**src/rtl/rom_overlay_loader_if.sv**
```systemverilog
// rom_overlay_loader_if
//   Byte-stream valid/ready handshake feeding the ROM-overlay loader.
//   in_data  : stream byte
//   in_valid : in_data valid (source side)
//   in_ready : loader accepts byte (sink side)
//   modport master : byte source (ESP32 command path / testbench)
//   modport slave  : byte sink (the loader)
interface rom_overlay_loader_if;
    logic [7:0] in_data;
    logic       in_valid;
    logic       in_ready;

    modport master (output in_data, output in_valid, input in_ready);
    modport slave  (input in_data, input in_valid, output in_ready);
endinterface

```
**src/rtl/rom_overlay_loader.sv**
```systemverilog
// rom_overlay_loader
//   Loads a framed byte stream into the 2K x 8 Z80 ROM-overlay RAM through
//   its second port. Frame: SYNC, addr lo/hi, len lo/hi, len payload bytes,
//   checksum byte. The 8-bit sum of every byte after SYNC must be zero.
// Ports:
//   clk, reset_n   : clock, synchronous active-low reset
//   in_if (slave)  : byte stream in_data / in_valid / in_ready
//   abort          : drop the current frame
//   ram_ad/ram_din/ram_we/ram_ce : RAM port-B write side (ce mirrors we)
//   busy           : frame in progress
//   done / err     : one-cycle frame outcome pulses
//   err_code       : 0 none, 1 bad header, 2 checksum, 3 abort
//   overlay_en     : image valid, Z80 side may map the overlay
module rom_overlay_loader #(
    parameter logic [7:0] SYNC_BYTE = 8'hA5,
    parameter int         DEPTH     = 2048
) (
    input  logic                   clk,
    input  logic                   reset_n,
    rom_overlay_loader_if.slave    in_if,
    input  logic                   abort,
    output logic [10:0]            ram_ad,
    output logic [7:0]             ram_din,
    output logic                   ram_we,
    output logic                   ram_ce,
    output logic                   busy,
    output logic                   done,
    output logic                   err,
    output logic [1:0]             err_code,
    output logic                   overlay_en
);

    localparam logic [15:0] DEPTH16 = 16'(DEPTH);
    localparam logic [12:0] DEPTH13 = 13'(DEPTH);

    typedef enum logic [2:0] {
        IDLE, ADDR_LO, ADDR_HI, LEN_LO, LEN_HI, DATA, CSUM
    } state_t;

    state_t      state, state_nxt;
    logic [10:0] ptr, ptr_nxt;          // next RAM write address
    logic        addr_bad, addr_bad_nxt; // addr[15:11] non-zero
    logic [7:0]  len_lo, len_lo_nxt;
    logic [11:0] rem, rem_nxt;          // payload bytes still expected
    logic [7:0]  csum, csum_nxt;
    logic [10:0] ad_nxt;
    logic [7:0]  din_nxt;
    logic        we_nxt, done_nxt, err_nxt, ov_nxt;
    logic [1:0]  code_nxt;

    logic        acc;
    logic [15:0] len_full;
    logic [12:0] end_sum;
    logic        hdr_bad;

    // Never back-pressures except while abort is held or in reset.
    assign in_if.in_ready = reset_n & ~abort;
    assign acc            = in_if.in_valid & in_if.in_ready;

    assign busy   = (state != IDLE);
    assign ram_ce = ram_we;

    // Header validation uses the LEN_HI byte directly from the stream.
    // The 13-bit end sum only matters once len <= DEPTH, so truncation is safe.
    assign len_full = {in_if.in_data, len_lo};
    assign end_sum  = {2'b00, ptr} + len_full[12:0];
    assign hdr_bad  = addr_bad || (len_full == 16'd0) || (len_full > DEPTH16) ||
                      (end_sum > DEPTH13);

    always_ff @(posedge clk) begin
        if (!reset_n) begin
            state      <= IDLE;
            ptr        <= '0;
            addr_bad   <= 1'b0;
            len_lo     <= '0;
            rem        <= '0;
            csum       <= '0;
            ram_ad     <= '0;
            ram_din    <= '0;
            ram_we     <= 1'b0;
            done       <= 1'b0;
            err        <= 1'b0;
            err_code   <= 2'd0;
            overlay_en <= 1'b0;
        end else begin
            state      <= state_nxt;
            ptr        <= ptr_nxt;
            addr_bad   <= addr_bad_nxt;
            len_lo     <= len_lo_nxt;
            rem        <= rem_nxt;
            csum       <= csum_nxt;
            ram_ad     <= ad_nxt;
            ram_din    <= din_nxt;
            ram_we     <= we_nxt;
            done       <= done_nxt;
            err        <= err_nxt;
            err_code   <= code_nxt;
            overlay_en <= ov_nxt;
        end
    end

    always_comb begin
        state_nxt    = state;
        ptr_nxt      = ptr;
        addr_bad_nxt = addr_bad;
        len_lo_nxt   = len_lo;
        rem_nxt      = rem;
        csum_nxt     = csum;
        ad_nxt       = ram_ad;
        din_nxt      = ram_din;
        we_nxt       = 1'b0;
        done_nxt     = 1'b0;
        err_nxt      = 1'b0;
        code_nxt     = err_code;
        ov_nxt       = overlay_en;

        if (abort && state != IDLE) begin
            state_nxt = IDLE;
            err_nxt   = 1'b1;
            code_nxt  = 2'd3;
            ov_nxt    = 1'b0;
        end else if (acc) begin
            if (state != IDLE)
                csum_nxt = csum + in_if.in_data;
            case (state)
                IDLE: begin
                    if (in_if.in_data == SYNC_BYTE) begin
                        state_nxt = ADDR_LO;
                        ov_nxt    = 1'b0;
                        code_nxt  = 2'd0;
                        csum_nxt  = 8'h00;
                    end
                end
                ADDR_LO: begin
                    ptr_nxt[7:0] = in_if.in_data;
                    state_nxt    = ADDR_HI;
                end
                ADDR_HI: begin
                    ptr_nxt[10:8] = in_if.in_data[2:0];
                    addr_bad_nxt  = |in_if.in_data[7:3];
                    state_nxt     = LEN_LO;
                end
                LEN_LO: begin
                    len_lo_nxt = in_if.in_data;
                    state_nxt  = LEN_HI;
                end
                LEN_HI: begin
                    if (hdr_bad) begin
                        state_nxt = IDLE;
                        err_nxt   = 1'b1;
                        code_nxt  = 2'd1;
                    end else begin
                        rem_nxt   = len_full[11:0];
                        state_nxt = DATA;
                    end
                end
                DATA: begin
                    we_nxt  = 1'b1;
                    ad_nxt  = ptr;
                    din_nxt = in_if.in_data;
                    ptr_nxt = ptr + 11'd1;
                    rem_nxt = rem - 12'd1;
                    if (rem == 12'd1)
                        state_nxt = CSUM;
                end
                CSUM: begin
                    state_nxt = IDLE;
                    if (8'(csum + in_if.in_data) == 8'h00) begin
                        done_nxt = 1'b1;
                        ov_nxt   = 1'b1;
                    end else begin
                        err_nxt  = 1'b1;
                        code_nxt = 2'd2;
                    end
                end
                default: state_nxt = IDLE;
            endcase
        end
    end

endmodule

```
**src/flat_wrapper.sv**
```systemverilog
// flat-port wrapper written by rule: the top's interface ports become plain ports
module rom_overlay_loader_flat 
#(
    parameter logic [7:0] SYNC_BYTE = 8'hA5,
    parameter int         DEPTH     = 2048
)
  (clk, reset_n, abort, ram_ad, ram_din, ram_we, ram_ce, busy, done, err, err_code, overlay_en, in_if_in_data, in_if_in_valid, in_if_in_ready);
  rom_overlay_loader_if in_if_i ();
  input  logic clk;
  input  logic reset_n;
  input  logic abort;
  output logic [10:0] ram_ad;
  output logic [7:0] ram_din;
  output logic ram_we;
  output logic ram_ce;
  output logic busy;
  output logic done;
  output logic err;
  output logic [1:0] err_code;
  output logic overlay_en;
  input wire logic [$bits(in_if_i.in_data)-1:0] in_if_in_data;
  input wire logic [$bits(in_if_i.in_valid)-1:0] in_if_in_valid;
  output wire logic [$bits(in_if_i.in_ready)-1:0] in_if_in_ready;
  assign in_if_i.in_data = in_if_in_data;
  assign in_if_i.in_valid = in_if_in_valid;
  assign in_if_in_ready = in_if_i.in_ready;
  rom_overlay_loader #(.SYNC_BYTE(SYNC_BYTE), .DEPTH(DEPTH)) u_core (.clk(clk), .reset_n(reset_n), .in_if(in_if_i), .abort(abort), .ram_ad(ram_ad), .ram_din(ram_din), .ram_we(ram_we), .ram_ce(ram_ce), .busy(busy), .done(done), .err(err), .err_code(err_code), .overlay_en(overlay_en));
endmodule
```
**config.mk**
```make
export PLATFORM = sky130hd
export DESIGN_NAME = rom_overlay_loader_flat
export DESIGN_NICKNAME = d
export VERILOG_FILES = /design/src/rtl/rom_overlay_loader_if.sv /design/src/rtl/rom_overlay_loader.sv /design/src/flat_wrapper.sv
export SDC_FILE = /design/constraint.sdc
export NUM_CORES = 1
export LEC_CHECK = 0
export CORE_ASPECT_RATIO = 1.25
export CORE_MARGIN = 2
export CORE_UTILIZATION = 45
export DETAILED_ROUTE_END_ITERATION = 8
export HOLD_SLACK_MARGIN = 0.1
export MAX_ROUTING_LAYER = met4
export PLACE_DENSITY = 0.76
export SYNTH_ARGS = -nofsm -noshare
export SYNTH_HDL_FRONTEND = slang
export SYNTH_SLANG_ARGS = --single-unit
```
**constraint.sdc**
```tcl
create_clock -name clk -period 7.2 [get_ports clk]
set_clock_uncertainty 0.15 [all_clocks]
set_input_delay 1.8 -clock clk [delete_from_list [all_inputs] [get_ports clk]]
set_output_delay 1.8 -clock clk [all_outputs]
set_load 0.01 [all_outputs]
```
### Yosys cells after proc, flatten, opt, wreduce, memory -nomap -nowiden

Index checks and enable logic that the tools add are counted.

| word-level totals | value |
|---|---|
| ROM bits | 0 |
| register bits after elaboration | 68 |
| RAM bits | 0 |
| memories | 0 |
| bits in latches | 0 |

| cells by class | value |
|---|---|
| reductions and logical operators | 28 |
| shift-type cells | 0 |
| muxes and demuxes | 27 |
| equal/unequal tests | 15 |
| magnitude comparators | 2 |
| bitwise logic cells | 7 |
| multiply operators | 0 |
| divide/modulo/power cells | 0 |
| $add $sub $neg | 4 |

Operators by type and width:

| operator | count |
|---|---|
| 2-to-1 mux 8 bit | 3 |
| case mux 12 bit (2 select lines) | 1 |
| case mux 3 bit (6 select lines) | 1 |
| AND reduction 3 bit | 6 |
| > comparator 16 x 12 -> 1 bit, second input constant | 1 |
| logical NOT 16 bit | 1 |
| case mux 8 bit (2 select lines) | 1 |
| adder 11 x 13 -> 13 bit | 1 |
| > comparator 13 x 12 -> 1 bit, second input constant | 1 |
| == test 12 x 1 -> 1 bit, second input constant | 1 |
| 2-to-1 mux 12 bit | 1 |
| subtractor 12 x 1 -> 12 bit, second input constant | 1 |
| adder 11 x 1 -> 11 bit, second input constant | 1 |
| 2-to-1 mux 2 bit | 5 |
| nonzero test 2 bit | 5 |
| == test 3 bit, second input constant | 3 |
| 2-to-1 mux 3 bit | 3 |
| adder 8 bit | 1 |
| == test 8 bit, second input constant | 1 |
| logical NOT 8 bit | 1 |
| 2-to-1 mux 1 bit | 8 |
| AND reduction 4 bit | 2 |
| == test 3 x 2 -> 1 bit, second input constant | 2 |
| != test 2 x 1 -> 1 bit, second input constant | 3 |
| 20 further kinds | 29 |

### Depth between registers and ports, before layout

| depth | value |
|---|---|
| depth after elaboration | 8 |
| gate-level depth with buffers | 12 |
| depth with buffers taken out | 11 |

### Worst setup path after synthesis

Ideal clock, no wire load.

| timing | value |
|---|---|
| kind | input to output |
| start point | input reset_n |
| end point | output in_if_in_ready |
| data arrival time | 2,391 ps |
| setup slack | 2,859 ps |
| stages | 3 |
| data required time | 5,250 ps |
| path through | clkbuf_1 inv_1 nor2_1 |

| on the way | value |
|---|---|
| longest elaborated chain between the ends | 1 |

RTL lines:

| element | line | RTL |
|---|---|---|
| start: declaration | flat_wrapper.sv:10 | `input logic reset_n;` |
| bitwise AND 1 bit | rom_overlay_loader.sv:57 | `assign in_if.in_ready = reset_n & ~abort;` |
| end: declaration | flat_wrapper.sv:23 | `output wire logic [$bits(in_if_i.in_ready)-1:0] in_if_in_ready;` |

Every way passes these cells.

### Worst setup path after layout

Ends and elaborated chain as after synthesis.

==> out/metrics.csv <==
stage;metric;value;unit
critical_path;worst reg2reg path depth;9;
hold_path;Hold Crit Class;reg -> reg;
placement;dpl ws;1.78;ns
floorplan;die height;112;um
placement;GP Congestion;0.849;
flow_run;Max Cap Viol;0;
global_route;gr usage total;0.243;
global_route;first-pass GRT wire length;19500;um
clock_network;Hold Buf Count CTS;0;
critical_path;Critical Path RT;5.25;ns
sta;RSZ-0062 raised after global routing;no;
detailed_routing;WL final;11600;um
placement;port bufs;39;
critical_path;Max stage delay on crit path;0.75;ns
logic_synthesis;post-synthesis simple-gate area fraction;0.231;
logic_synthesis;Synth Area in XOR/XNOR;0.0231;
floorplan;Die Area;0.0101;sq mm
logic_synthesis;Post-synth EDFFs;0;
critical_path;CP Cell Sequence;clkdlybuf4s50_1, inv_1, nor2_1, clkdlybuf4s50_1;
power;leakage power;1.86;nW
critical_path;crit end category;output pin;
sta;endpoints failing setup;0;
clock_network;H-Tree Depth;3;
sta;final hold viol count;0;
clock_network;Resize count post-CTS;0;
critical_path;worst setup path end;in_if_in_ready;
sta;setup_tns;0;ns
critical_path;Worst setup SP type;input pin;
critical_path;Slowest cell on crit path;clkdlybuf4s50_1;
hold_path;hold depth;2;
global_route;initial antenna violation count;0;
finish;share of cells above drive strength 1;0.0583;
clock_network;clock root cell;clkbuf_16;
critical_path;Worst Path Buf+Inv;3;
sta;max_slew headroom;0.350;
logic_synthesis;synth warn;0;
detailed_routing;remaining antenna violation count;0;
sta;worst hold margin;0.305;ns
logic_synthesis;cell area after synthesis;0.00418;sq mm
finish;Util after Layout;0.540;
global_route;number of global-route vias before repair;3937;
logic_synthesis;mean post-synth cell area;7.98;sq um
logic_synthesis;share of the synthesized area in the top cell type;0.326;
global_route;largest net degree at the start of global routing;58;
power;Max VDD drop;141;uV
logic_synthesis;Yosys cell types;71;
logic_synthesis;mux contribution to synthesized area;0.0287;
sta;Max Slew Vio Count;0;
sta;post-route minimum period;5.47;ns
clock_network;TritonCTS buffer count;9;
clock_network;Reg clk slew, reported paths;0.05;ns
sta;setup ws final;1.73;ns
logic_synthesis;Commonest cells post-synth;73 x nand2_1, 68 x dfxtp_1, 60 x a21oi_1;
detailed_routing;Vias;4164;
floorplan;I/O pins;40;
logic_synthesis;post-synthesis sequential area ratio;0.326;
critical_path;flop-to-flop setup slack;3.50;ns
critical_path;Critical path origin;reset_n;
run_status;status;finished clean;
logic_synthesis;compound-cell area share of the yosys netlist;0.276;
detailed_routing;drt pass-1 iters;5;
clock_network;Longest Clk Path Bufs;2;
floorplan;Initial Utilization;0.460;
critical_path;delay-heaviest family, CP;buffers and inverters;
critical_path;reg-to-reg endpoint;u_core.rem[9]$_SDFFE_PN0P_;
logic_synthesis;post-synthesis register bit count;68;
clock_network;CTS sink cnt;68;
sta;Final period util;0.759;
power;Cell Pwr Density;177;mW/mm^2
critical_path;cell mode on critical path;clkdlybuf4s50_1;
logic_synthesis;cell with the most instances after synthesis;nand2_1;
critical_path;CP Depth;4;
logic_synthesis;Cells after Synth;524;
sta;Worst-Margin Slew;0.974;ns
finish;P&R area growth vs syn;17.3;%
finish;n_diodes;0;
sta;fmax;0.183;GHz
logic_synthesis;Synth Area in Adders;0.0725;
placement;post-DP HPWL;7910;um
logic_synthesis;leading area contributor after synthesis;dfxtp_1;
logic_synthesis;Most used DFF post-synth;dfxtp_1;
logic_synthesis;largest family of logic cells by synthesized area;compound AO/OA/AOI/OAI gates;
critical_path;r2r startpoint;u_core.state[0]$_SDFFE_PP0P_;
finish;final net count;579;
detailed_routing;WL per Instance;17.2;um
clock_network;CTS tree;done;
critical_path;WP data arrival;3.52;ns
floorplan;die width;90.2;um
floorplan;Core Area;0.00908;sq mm
clock_network;worst-skew pair later-pin latency;0.33;ns
detailed_routing;DRC;0;
logic_synthesis;synth top area cells;dfxtp_1 33%, a21oi_1 7.2%, nand2_1 6.6%;
critical_path;Setup CP Type;in -> out;
clock_network;postcts setup bufs;0;
global_route;gr ovfl total;0;
critical_path;CP Max Fanout;9;
logic_synthesis;Post-synth ARST share;0;
floorplan;FP Rows;39;
detailed_routing;drt via density;6.20;
logic_synthesis;syn nets;559;
detailed_routing;First DRT Iteration DRCs;230;
==> cell type report <==
class	instances	area (sq um)
clock buffers	15	268
clock inverters	1	30.0
fillers	859	4170
inverters	10	37.5
multi-input cells	413	2640
flip-flops and latches	68	1360
well taps	123	154
repair buffers	42	413
==> placed cells by master, fill, tap and decap left out, drive strengths merged, types with 4 or more instances in the layout <==
cell	n
nand2	75
a21oi	62
dfxtp	68
o21a	6
and3	9
nand3	20
nand4	4
o211ai	5
clkbuf	15
ha	21
mux2i	12
nor2	44
or3	4
o22ai	8
a211oi	11
o221a	6
clkdlybuf4s50	39
a22oi	7
and2	5
a21o	8
nor4	4
nor3	9
a31oi	4
xor2	4
inv	10
nand2b	7
xnor2	7
o21ai	27
==> where the power goes <==
group          internal, mW  leakage (nW)  switching (mW)
Clock                 0.287         0.144           0.156
Combinational        0.0168          1.17          0.0302
Sequential            0.377         0.547       0.0000313
==> worst min-delay path, cell delays in order (launching register included) <==
cell     delay [ns]
dfxtp_1        0.30
nand2_1        0.05
a21oi_1        0.05
==> per-layer routing <==
| metal | wire (um) | track usage | part of all wire | up-vias |
|---|---|---|---|---|
| met5 | 0 | - | 0 | - |
| li1 | - | - | - | 1962 |
| met2 | 5590 | 0.390 | 0.48 | 171 |
| met4 | 494 | 0.126 | 0.043 | 0 |
| met3 | 649 | 0.0379 | 0.056 | 42 |
| met1 | 4840 | 0.296 | 0.42 | 1989 |
==> how the worst min path moves through the flow <==
| stage | slack (ns) | endpoint | start |
|---|---|---|---|
| 6_report | 0.31 | u_core.ram_ad[2]$_SDFFE_PN0P_ | u_core.ram_ad[2]$_SDFFE_PN0P_ |
| 5_1_grt | 0.33 | u_core.ram_ad[9]$_SDFFE_PN0P_ | u_core.ram_ad[9]$_SDFFE_PN0P_ |
| 4_1_cts | 0.31 | u_core.ram_ad[9]$_SDFFE_PN0P_ | u_core.ram_ad[9]$_SDFFE_PN0P_ |
| 3_5_place_dp | 0.30 | u_core.ram_ad[9]$_SDFFE_PN0P_ | u_core.ram_ad[9]$_SDFFE_PN0P_ |
| 3_3_place_gp | 0.30 | u_core.ram_din[7]$_SDFFE_PN0P_ | u_core.ram_din[7]$_SDFFE_PN0P_ |
| 2_1_floorplan | 0.29 | u_core.csum[5]$_SDFFE_PN0P_ | u_core.csum[5]$_SDFFE_PN0P_ |
==> state kept, by name, summed over array words and instances (netlist names) <==
register	flops
u_core.rem	12
u_core.ptr	11
u_core.ram_ad	11
u_core.csum	8
u_core.len_lo	8
u_core.ram_din	8
u_core.state	3
u_core.err_code	2
u_core.addr_bad	1
u_core.done	1
u_core.err	1
u_core.overlay_en	1
u_core.ram_ce	1
==> metrics by stage <==
| stage | total power [mW] | instances | area (sq um) |
|---|---|---|---|
| finish | 0.867 | 672 | 4900 |
| global route | 0.891 | 672 | 4900 |
| CTS | 0.869 | 672 | 4900 |
| detailed placement | 0.430 | 656 | 4600 |
| global placement | 0.429 | 656 | 4600 |
| floorplan | 0.410 | 524 | 4180 |
==> cell families after synthesis <==
kind of cell	count (synthesis)
mux	12
simple gates	197
xor+xnor	11
fa+ha+maj	23
compound gates	170
buf+inv	43
flops	68
Power figures use the tool's default switching activity.
